--- src/rtl/fix_field_stream.sv ---
// Streaming FIX field extractor: splits a byte stream into tag=value<SOH> fields,
// captures watched tags per message and verifies the trailing 10= checksum.
module fix_field_stream #(
  parameter int         NUM_WATCH   = 4,
  parameter int         VALUE_BYTES = 32,
  parameter logic [7:0] SOH         = 8'h01,
  localparam int        LEN_W       = $clog2(VALUE_BYTES + 1)
) (
  input  logic                               clk,
  input  logic                               rst,
  input  logic [7:0]                         data_i,
  input  logic                               data_valid_i,
  input  logic [NUM_WATCH*32-1:0]            watch_tag_i,
  input  logic [NUM_WATCH-1:0]               watch_en_i,
  output logic [31:0]                        field_tag_o,
  output logic [VALUE_BYTES*8-1:0]           field_value_o,
  output logic [LEN_W-1:0]                   field_len_o,
  output logic                               field_valid_o,
  output logic [NUM_WATCH*VALUE_BYTES*8-1:0] watch_value_o,
  output logic [NUM_WATCH-1:0]               watch_hit_o,
  output logic                               msg_done_o,
  output logic [7:0]                         checksum_o,
  output logic                               checksum_ok_o,
  output logic                               error_o,
  output logic [1:0]                         error_code_o
);

  typedef enum logic [1:0] {S_TAG, S_VALUE, S_SKIP} state_t;

  state_t                           r_state, w_state_nxt;
  logic [31:0]                      r_tag_acc;
  logic [3:0]                       r_tag_cnt;
  logic [VALUE_BYTES*8-1:0]         r_val;
  logic [LEN_W-1:0]                 r_len;
  logic [7:0]                       r_field_sum, r_msg_sum;
  logic                             r_new_msg;

  logic [31:0]                      r_field_tag;
  logic [VALUE_BYTES*8-1:0]         r_field_value;
  logic [LEN_W-1:0]                 r_field_len;
  logic                             r_field_valid;
  logic [NUM_WATCH*VALUE_BYTES*8-1:0] r_watch_val;
  logic [NUM_WATCH-1:0]             r_hit;
  logic                             r_msg_done;
  logic [7:0]                       r_checksum;
  logic                             r_checksum_ok;
  logic                             r_error;
  logic [1:0]                       r_error_code;

  logic       w_is_digit, w_is_soh, w_is_eq;
  logic       w_err, w_tag_shift, w_store, w_complete, w_field_end, w_tag_is_10;
  logic [1:0] w_err_code;
  logic [7:0] w_field_sum_nxt;
  logic [9:0] w_d0, w_d1, w_d2, w_rx_num;
  logic       w_rx_digits, w_ck_ok;

  function automatic logic is_digit(input logic [7:0] b);
    return (b >= 8'h30) && (b <= 8'h39);
  endfunction

  assign w_is_digit      = is_digit(data_i);
  assign w_is_soh        = (data_i == SOH);
  assign w_is_eq         = (data_i == 8'h3D);
  assign w_field_end     = data_valid_i && w_is_soh;
  assign w_tag_is_10     = (r_tag_acc == 32'd10);
  assign w_field_sum_nxt = r_field_sum + data_i;

  // Received checksum is the first three stored value bytes read as decimal.
  assign w_d0        = {2'b00, r_val[7:0]   - 8'h30};
  assign w_d1        = {2'b00, r_val[15:8]  - 8'h30};
  assign w_d2        = {2'b00, r_val[23:16] - 8'h30};
  assign w_rx_num    = w_d0 * 10'd100 + w_d1 * 10'd10 + w_d2;
  assign w_rx_digits = is_digit(r_val[7:0]) && is_digit(r_val[15:8]) && is_digit(r_val[23:16]);
  assign w_ck_ok     = (r_len == LEN_W'(3)) && w_rx_digits && (w_rx_num == {2'b00, r_msg_sum});

  always_ff @(posedge clk or posedge rst) begin
    if (rst) r_state <= S_TAG;
    else     r_state <= w_state_nxt;
  end

  always_comb begin
    w_state_nxt = r_state;
    w_err       = 1'b0;
    w_err_code  = 2'd0;
    w_tag_shift = 1'b0;
    w_store     = 1'b0;
    w_complete  = 1'b0;
    if (data_valid_i) begin
      case (r_state)
        S_TAG: begin
          if (w_is_soh) begin
            w_err      = 1'b1;
            w_err_code = 2'd1;
          end else if (w_is_digit && (r_tag_cnt != 4'd9)) begin
            w_tag_shift = 1'b1;
          end else if (w_is_eq && (r_tag_cnt != 4'd0)) begin
            w_state_nxt = S_VALUE;
          end else begin
            w_err       = 1'b1;
            w_err_code  = 2'd1;
            w_state_nxt = S_SKIP;
          end
        end
        S_VALUE: begin
          if (w_is_soh) begin
            w_complete  = 1'b1;
            w_state_nxt = S_TAG;
          end else if (r_len == LEN_W'(VALUE_BYTES)) begin
            w_err       = 1'b1;
            w_err_code  = 2'd2;
            w_state_nxt = S_SKIP;
          end else begin
            w_store = 1'b1;
          end
        end
        S_SKIP: if (w_is_soh) w_state_nxt = S_TAG;
        default: w_state_nxt = S_TAG;
      endcase
    end
  end

  always_ff @(posedge clk or posedge rst) begin
    if (rst) begin
      r_tag_acc     <= '0;
      r_tag_cnt     <= '0;
      r_val         <= '0;
      r_len         <= '0;
      r_field_sum   <= '0;
      r_msg_sum     <= '0;
      r_new_msg     <= 1'b1;
      r_field_tag   <= '0;
      r_field_value <= '0;
      r_field_len   <= '0;
      r_field_valid <= 1'b0;
      r_watch_val   <= '0;
      r_hit         <= '0;
      r_msg_done    <= 1'b0;
      r_checksum    <= '0;
      r_checksum_ok <= 1'b0;
      r_error       <= 1'b0;
      r_error_code  <= '0;
    end else begin
      r_field_valid <= 1'b0;
      r_msg_done    <= 1'b0;
      r_error       <= 1'b0;
      if (data_valid_i) begin
        if (r_new_msg) begin
          r_hit     <= '0;
          r_new_msg <= 1'b0;
        end
        if (w_err) begin
          r_error      <= 1'b1;
          r_error_code <= w_err_code;
        end
        if (w_tag_shift) begin
          r_tag_acc <= r_tag_acc * 32'd10 + {28'd0, data_i[3:0]};
          r_tag_cnt <= r_tag_cnt + 4'd1;
        end
        if (w_store) begin
          for (int i = 0; i < VALUE_BYTES; i++)
            if (r_len == LEN_W'(i)) r_val[i*8 +: 8] <= data_i;
          r_len <= r_len + LEN_W'(1);
        end
        // Any SOH closes the field, whatever state it arrives in.
        if (w_field_end) begin
          r_field_sum <= '0;
          r_tag_acc   <= '0;
          r_tag_cnt   <= '0;
          r_val       <= '0;
          r_len       <= '0;
          if (!w_tag_is_10) r_msg_sum <= r_msg_sum + w_field_sum_nxt;
        end else begin
          r_field_sum <= w_field_sum_nxt;
        end
        if (w_complete) begin
          r_field_valid <= 1'b1;
          r_field_tag   <= r_tag_acc;
          r_field_value <= r_val;
          r_field_len   <= r_len;
          for (int i = 0; i < NUM_WATCH; i++) begin
            if (watch_en_i[i] && (watch_tag_i[32*i +: 32] == r_tag_acc)) begin
              r_watch_val[i*VALUE_BYTES*8 +: VALUE_BYTES*8] <= r_val;
              r_hit[i] <= 1'b1;
            end
          end
          if (w_tag_is_10) begin
            r_msg_done    <= 1'b1;
            r_checksum    <= r_msg_sum;
            r_checksum_ok <= w_ck_ok;
            r_msg_sum     <= '0;
            r_new_msg     <= 1'b1;
          end
        end
      end
    end
  end

  assign field_tag_o   = r_field_tag;
  assign field_value_o = r_field_value;
  assign field_len_o   = r_field_len;
  assign field_valid_o = r_field_valid;
  assign watch_value_o = r_watch_val;
  assign watch_hit_o   = r_hit;
  assign msg_done_o    = r_msg_done;
  assign checksum_o    = r_checksum;
  assign checksum_ok_o = r_checksum_ok;
  assign error_o       = r_error;
  assign error_code_o  = r_error_code;

endmodule

--- config.mk ---
export PLATFORM = sky130hd
export DESIGN_NAME = fix_field_stream
export DESIGN_NICKNAME = d
export VERILOG_FILES = /design/src/rtl/fix_field_stream.sv
export SDC_FILE = /design/constraint.sdc
export NUM_CORES = 2
export LEC_CHECK = 0
export BUFFER_PORTS_ARGS = -buffer_cell sky130_fd_sc_hd__buf_2
export CAP_MARGIN = 30
export CORE_AREA = 2 2 579 581
export CTS_BUF_LIST = sky130_fd_sc_hd__clkbuf_4 sky130_fd_sc_hd__clkbuf_8 sky130_fd_sc_hd__clkbuf_16
export DETAILED_ROUTE_END_ITERATION = 16
export DIE_AREA = 0 0 581 583
export GPL_TIMING_DRIVEN = 0
export PLACE_DENSITY_LB_ADDON = 0.15
export SLEW_MARGIN = 15
export SYNTH_ARGS = -nofsm -noshare
export SYNTH_HDL_FRONTEND = slang
export SYNTH_SLANG_ARGS = --single-unit
--- constraint.sdc ---
create_clock -name clk -period 54.6 [get_ports clk]
set_input_delay 5.46 -clock clk [delete_from_list [all_inputs] [get_ports clk]]
set_output_delay 5.46 -clock clk [all_outputs]
set_load 0.01 [all_outputs]
==> impl.org <==
** Outcome
- Outcome :: finished clean

** Timing
- Part of the cycle the worst path needs :: 17.31%
- At the pin with the least slew margin, the transition time is 1.047 ns.
- The number of hold violations in the final report is 0.
- Final clock skew :: 0.04780 ns
- In this run the tightest slew margin relative to its limit is 30.20%.
- Achievable frequency :: 105.8 MHz
- Final critical path time including I/O delays and setup :: 9.452 ns
- RSZ-0062 raised after global routing :: no
- Fin Setup TNS :: 0 ns
- The number of slew-limit violations in the final report is 0.
- Final Setup Violations :: 0

** Detailed routing
- Highest routed layer :: met5
- After the first detailed-routing iteration, the DRC count stood at 3,018.
- In the routed layout, each cell is associated on average with a via count of 4.294.
- The pre-antenna-repair detailed-routing pass consisted of 5 iterations.
- Detailed-routed wire length on met2 :: 162,800 um
- Routed length on met1 :: 138,400 um
- After detailed routing, the total wire length is 335,800 um.
- The final route contains 51,500 vias.
- In this run the remaining antenna-violating nets after routing total 0.
- DRC errors left :: 0
- In the final routed layout, each cell accounts on average for 28.00 um.
- Detailed routing placed a total of 23,630 um of wire on met3.

** Clock tree
- No sink is reached through more buffers than the 4 on the longest clock path.
- The root buffer cell chosen for the clock tree is sky130_fd_sc_hd__clkbuf_16.
- Once the clock tree was built, the setup fixing pass inserted 0 buffers.
- Post_cts resized :: 0
- Worst-Skew Late Latency :: 0.89 ns
- Number of buffers inserted for hold repair after clock tree synthesis :: 0
- The clock net in this run drives a total of 1,653 sinks.
- TritonCTS built the clock tree.
- Clock-pin transition on the worst setup and hold timing paths :: 0.06 ns
- H-tree level count :: 4
- Buffers inserted during clock tree synthesis total 201.

** Yosys
- Summed over its instances, the top area cell type makes up 59.27% of the synthesized netlist area.
- Counting flops with a built-in enable in the synthesized netlist gives 0.
- Synthesized flop and latch total :: 1,653
- Of the synthesized area, sequential elements account for 59.31%.
- Post-synthesis instance total :: 5,702
- Warnings from Yosys :: 0
- Top area cells in the synthesized netlist :: sky130_fd_sc_hd__dfrtp_1 59%, sky130_fd_sc_hd__mux2_2 9.1%, sky130_fd_sc_hd__nand2_1 7.6%
- Post-synthesis instance area :: 69,740 um2
- Synthesized area divided by synthesized cell count :: 12.23 um2
- Primary FF master, synth :: sky130_fd_sc_hd__dfrtp_1
- Share of synthesized registers carrying an async set or reset :: 100.0%
- Synthesis produced a netlist with a net count of 5,977.
- The number of different library cells used by synthesis comes to 96.
- Cell type with the highest aggregate area in the netlist :: sky130_fd_sc_hd__dfrtp_1

** Power
- Sequential cells burn 44.6% of the power.
- In this run the static leakage power is 49.38 nW.
- Cell internal power dissipation :: 0.002105 W
- The worst-case IR drop observed on VDD is 0.00002549 V.
- In this run switching power makes up 23.93% of total power.
- Part of the total power dissipated in the clock network :: 51.0%
- Combinational cells account for 4.4% of the total power.
- Net switching power figure :: 0.0006624 W
- Dividing total power by cell area gives a power density of 30.51 nW/um2.

** Global route
- Global routing used 19.26% of the available tracks.
- The first global-routing pass estimated 456,700 um of wire.
- The via count of the first global-routing pass was 52,537.
- Largest net degree at the start of global routing :: 109
- Initial antenna violation count :: 35
- GRT Residual Overflow :: 0

** Finish
- Area growth from synthesis to layout :: 30.08%
- Final core utilization :: 27.30%
- NumNets Final :: 7,709
- Fraction of final layout cells sized beyond drive strength 1 :: 37.76%
- Layout Cells excl Fill :: 11,994
- The library cell used most frequently in the layout, excluding fill and tap cells, is sky130_fd_sc_hd__dfrtp_1.
- Top library cells by usage in the layout, fill and taps aside :: 1,652 x sky130_fd_sc_hd__dfrtp_1, 1,532 x sky130_fd_sc_hd__buf_2, 1,409 x sky130_fd_sc_hd__nand2_1, 566 x sky130_fd_sc_hd__mux2_2, 318 x sky130_fd_sc_hd__o21ai_0

** Flow run
- Number of maximum-capacitance violations :: 0

** Setup path
- In this design, the critical path's most frequently occurring cell is sky130_fd_sc_hd__clkbuf_1.
- Path type of the worst setup path :: input port to flop
- Worst-path cell with the longest stage delay :: sky130_fd_sc_hd__clkbuf_1
- Max stage delay on crit path :: 0.64 ns
- Data on the critical path is required at its endpoint by 55.36 ns.
- Critical path launch point type :: input port
- Walking the worst path, the cells encountered are buf_2 -> clkbuf_1 -> nand3b_1 -> nor2_8 -> nand3_2 -> nor4_1 -> nand3_1 -> buf_8 -> clkbuf_2 -> buf_16 -> clkbuf_1 -> mux2_2.
- Capturing element type of the critical path :: flop
- Data arrives at the worst endpoint at 10.22 ns.
- Critical-path maximum fanout :: 10

** Floorplan
- Die W :: 581 um
- IO Pins :: 1,479
- The initialized floorplan defines 212 standard-cell rows.
- Once the floorplan was initialized, standard cells occupied 20.98% of the core.
- Measured along the y axis, the die boundary spans 583 um.
- Core region area :: 332,400 um2
- The die covers 338,700 um2.

** Placement
- HPWL reported at the end of detailed placement :: 260,600 um
- The congestion estimate from routability-driven global placement came to 0.9017.
- In this run the tool buffered the top-level ports with 1,477 buffer cells.
- # placed instances :: 11,616

** Min path
- Path class of the lowest-slack min-delay path :: flop to flop
power by group through the flow:
stage | Clock [W] | Sequential, W | Combinational [W]
after floorplan | 0 | 0.00126 | 0.0000785
after global placement | 0 | 0.00126 | 0.000117
after detailed placement | 0 | 0.00126 | 0.000124
after CTS | 0.00146 | 0.00123 | 0.000124
after global routing | 0.00150 | 0.00123 | 0.000137
final | 0.00141 | 0.00123 | 0.000121
final timing paths:
kind                                   start                  to  slack (ns)  depth (start not counted)
hold reg to reg            field_value_o[69]   field_value_o[69]        0.47                          2
max in group asynchronous                rst  watch_value_o[360]       46.93                          8
setup / recovery                   data_i[0]  watch_value_o[318]       45.15                         12
hold / removal             field_value_o[69]   field_value_o[69]        0.47                          2
min in group asynchronous                rst     field_tag_o[27]        4.49                          2
setup reg to reg               r_tag_acc[24]  watch_value_o[318]       50.10                         10
state kept, by name, summed over array words and instances (netlist names), 2 cells and up:
| signal | flops |
|---|---|
| watch_value_o | 1024 |
| field_value_o | 256 |
| r_val | 256 |
| field_tag_o | 32 |
| r_tag_acc | 32 |
| checksum_o | 8 |
| r_field_sum | 8 |
| r_msg_sum | 8 |
| field_len_o | 6 |
| r_len | 6 |
| r_tag_cnt | 4 |
| watch_hit_o | 4 |
| error_code_o | 2 |
| r_state | 2 |
through the flow:
stage	hold WS [ns]	power, W	setup WS [ns]	area (um2)
finish	0.4683	0.002768	45.15	90730
global route	0.4898	0.002874	44.88	90690
CTS	0.4724	0.002814	44.95	90660
detailed placement	0.4581	0.001379	43.99	83750
global placement	0.4596	0.001379	-20.22	82630
floorplan	0.4587	0.001337	2.491	69740
synthesized netlist by cell type, types with 68 or more instances:
cell,n
sky130_fd_sc_hd__mux2_1,215
sky130_fd_sc_hd__xor2_1,73
sky130_fd_sc_hd__xnor2_1,149
sky130_fd_sc_hd__dfrtp_1,1652
sky130_fd_sc_hd__ha_1,118
sky130_fd_sc_hd__mux2_4,220
sky130_fd_sc_hd__nand2_1,1413
sky130_fd_sc_hd__mux2_2,566
sky130_fd_sc_hd__a21oi_1,68
sky130_fd_sc_hd__o21ai_0,318
sky130_fd_sc_hd__clkbuf_1,221
sky130_fd_sc_hd__nor2_1,122
area by class of cell:
cell class / count / area (um2)
Antenna cell: 16 / 40.04
Buffer: 352 / 1922
Clock buffer: 289 / 6006
Clock inverter: 71 / 900.9
Fill cell: 34844 / 241600
Inverter: 62 / 240.2
Multi-Input combinational cell: 3635 / 26280
Sequential cell: 1653 / 41370
Tap cell: 4387 / 5489
Timing Repair Buffer: 1529 / 8483
routing by layer:
metal,track usage [%],vias to the layer above
li1,-,22719
met1,23.80,26668
met2,32.79,1695
met3,4.937,408
met4,5.837,10
met5,0,-
cell families after synthesis:
family	synth area share, %
compound gates	4.406
simple gates	10.14
fa+ha+maj	2.519
buf+inv	3.032
flops	59.31
xor+xnor	2.843
mux	17.75
worst max-delay path: cells and delay by family:
family | cells | cell delay, ns
and+or+nand+nor | 5 | 2.21
buffers and inverters | 6 | 2.03
muxes | 1 | 0.43
Power figures use the tool's default switching activity.
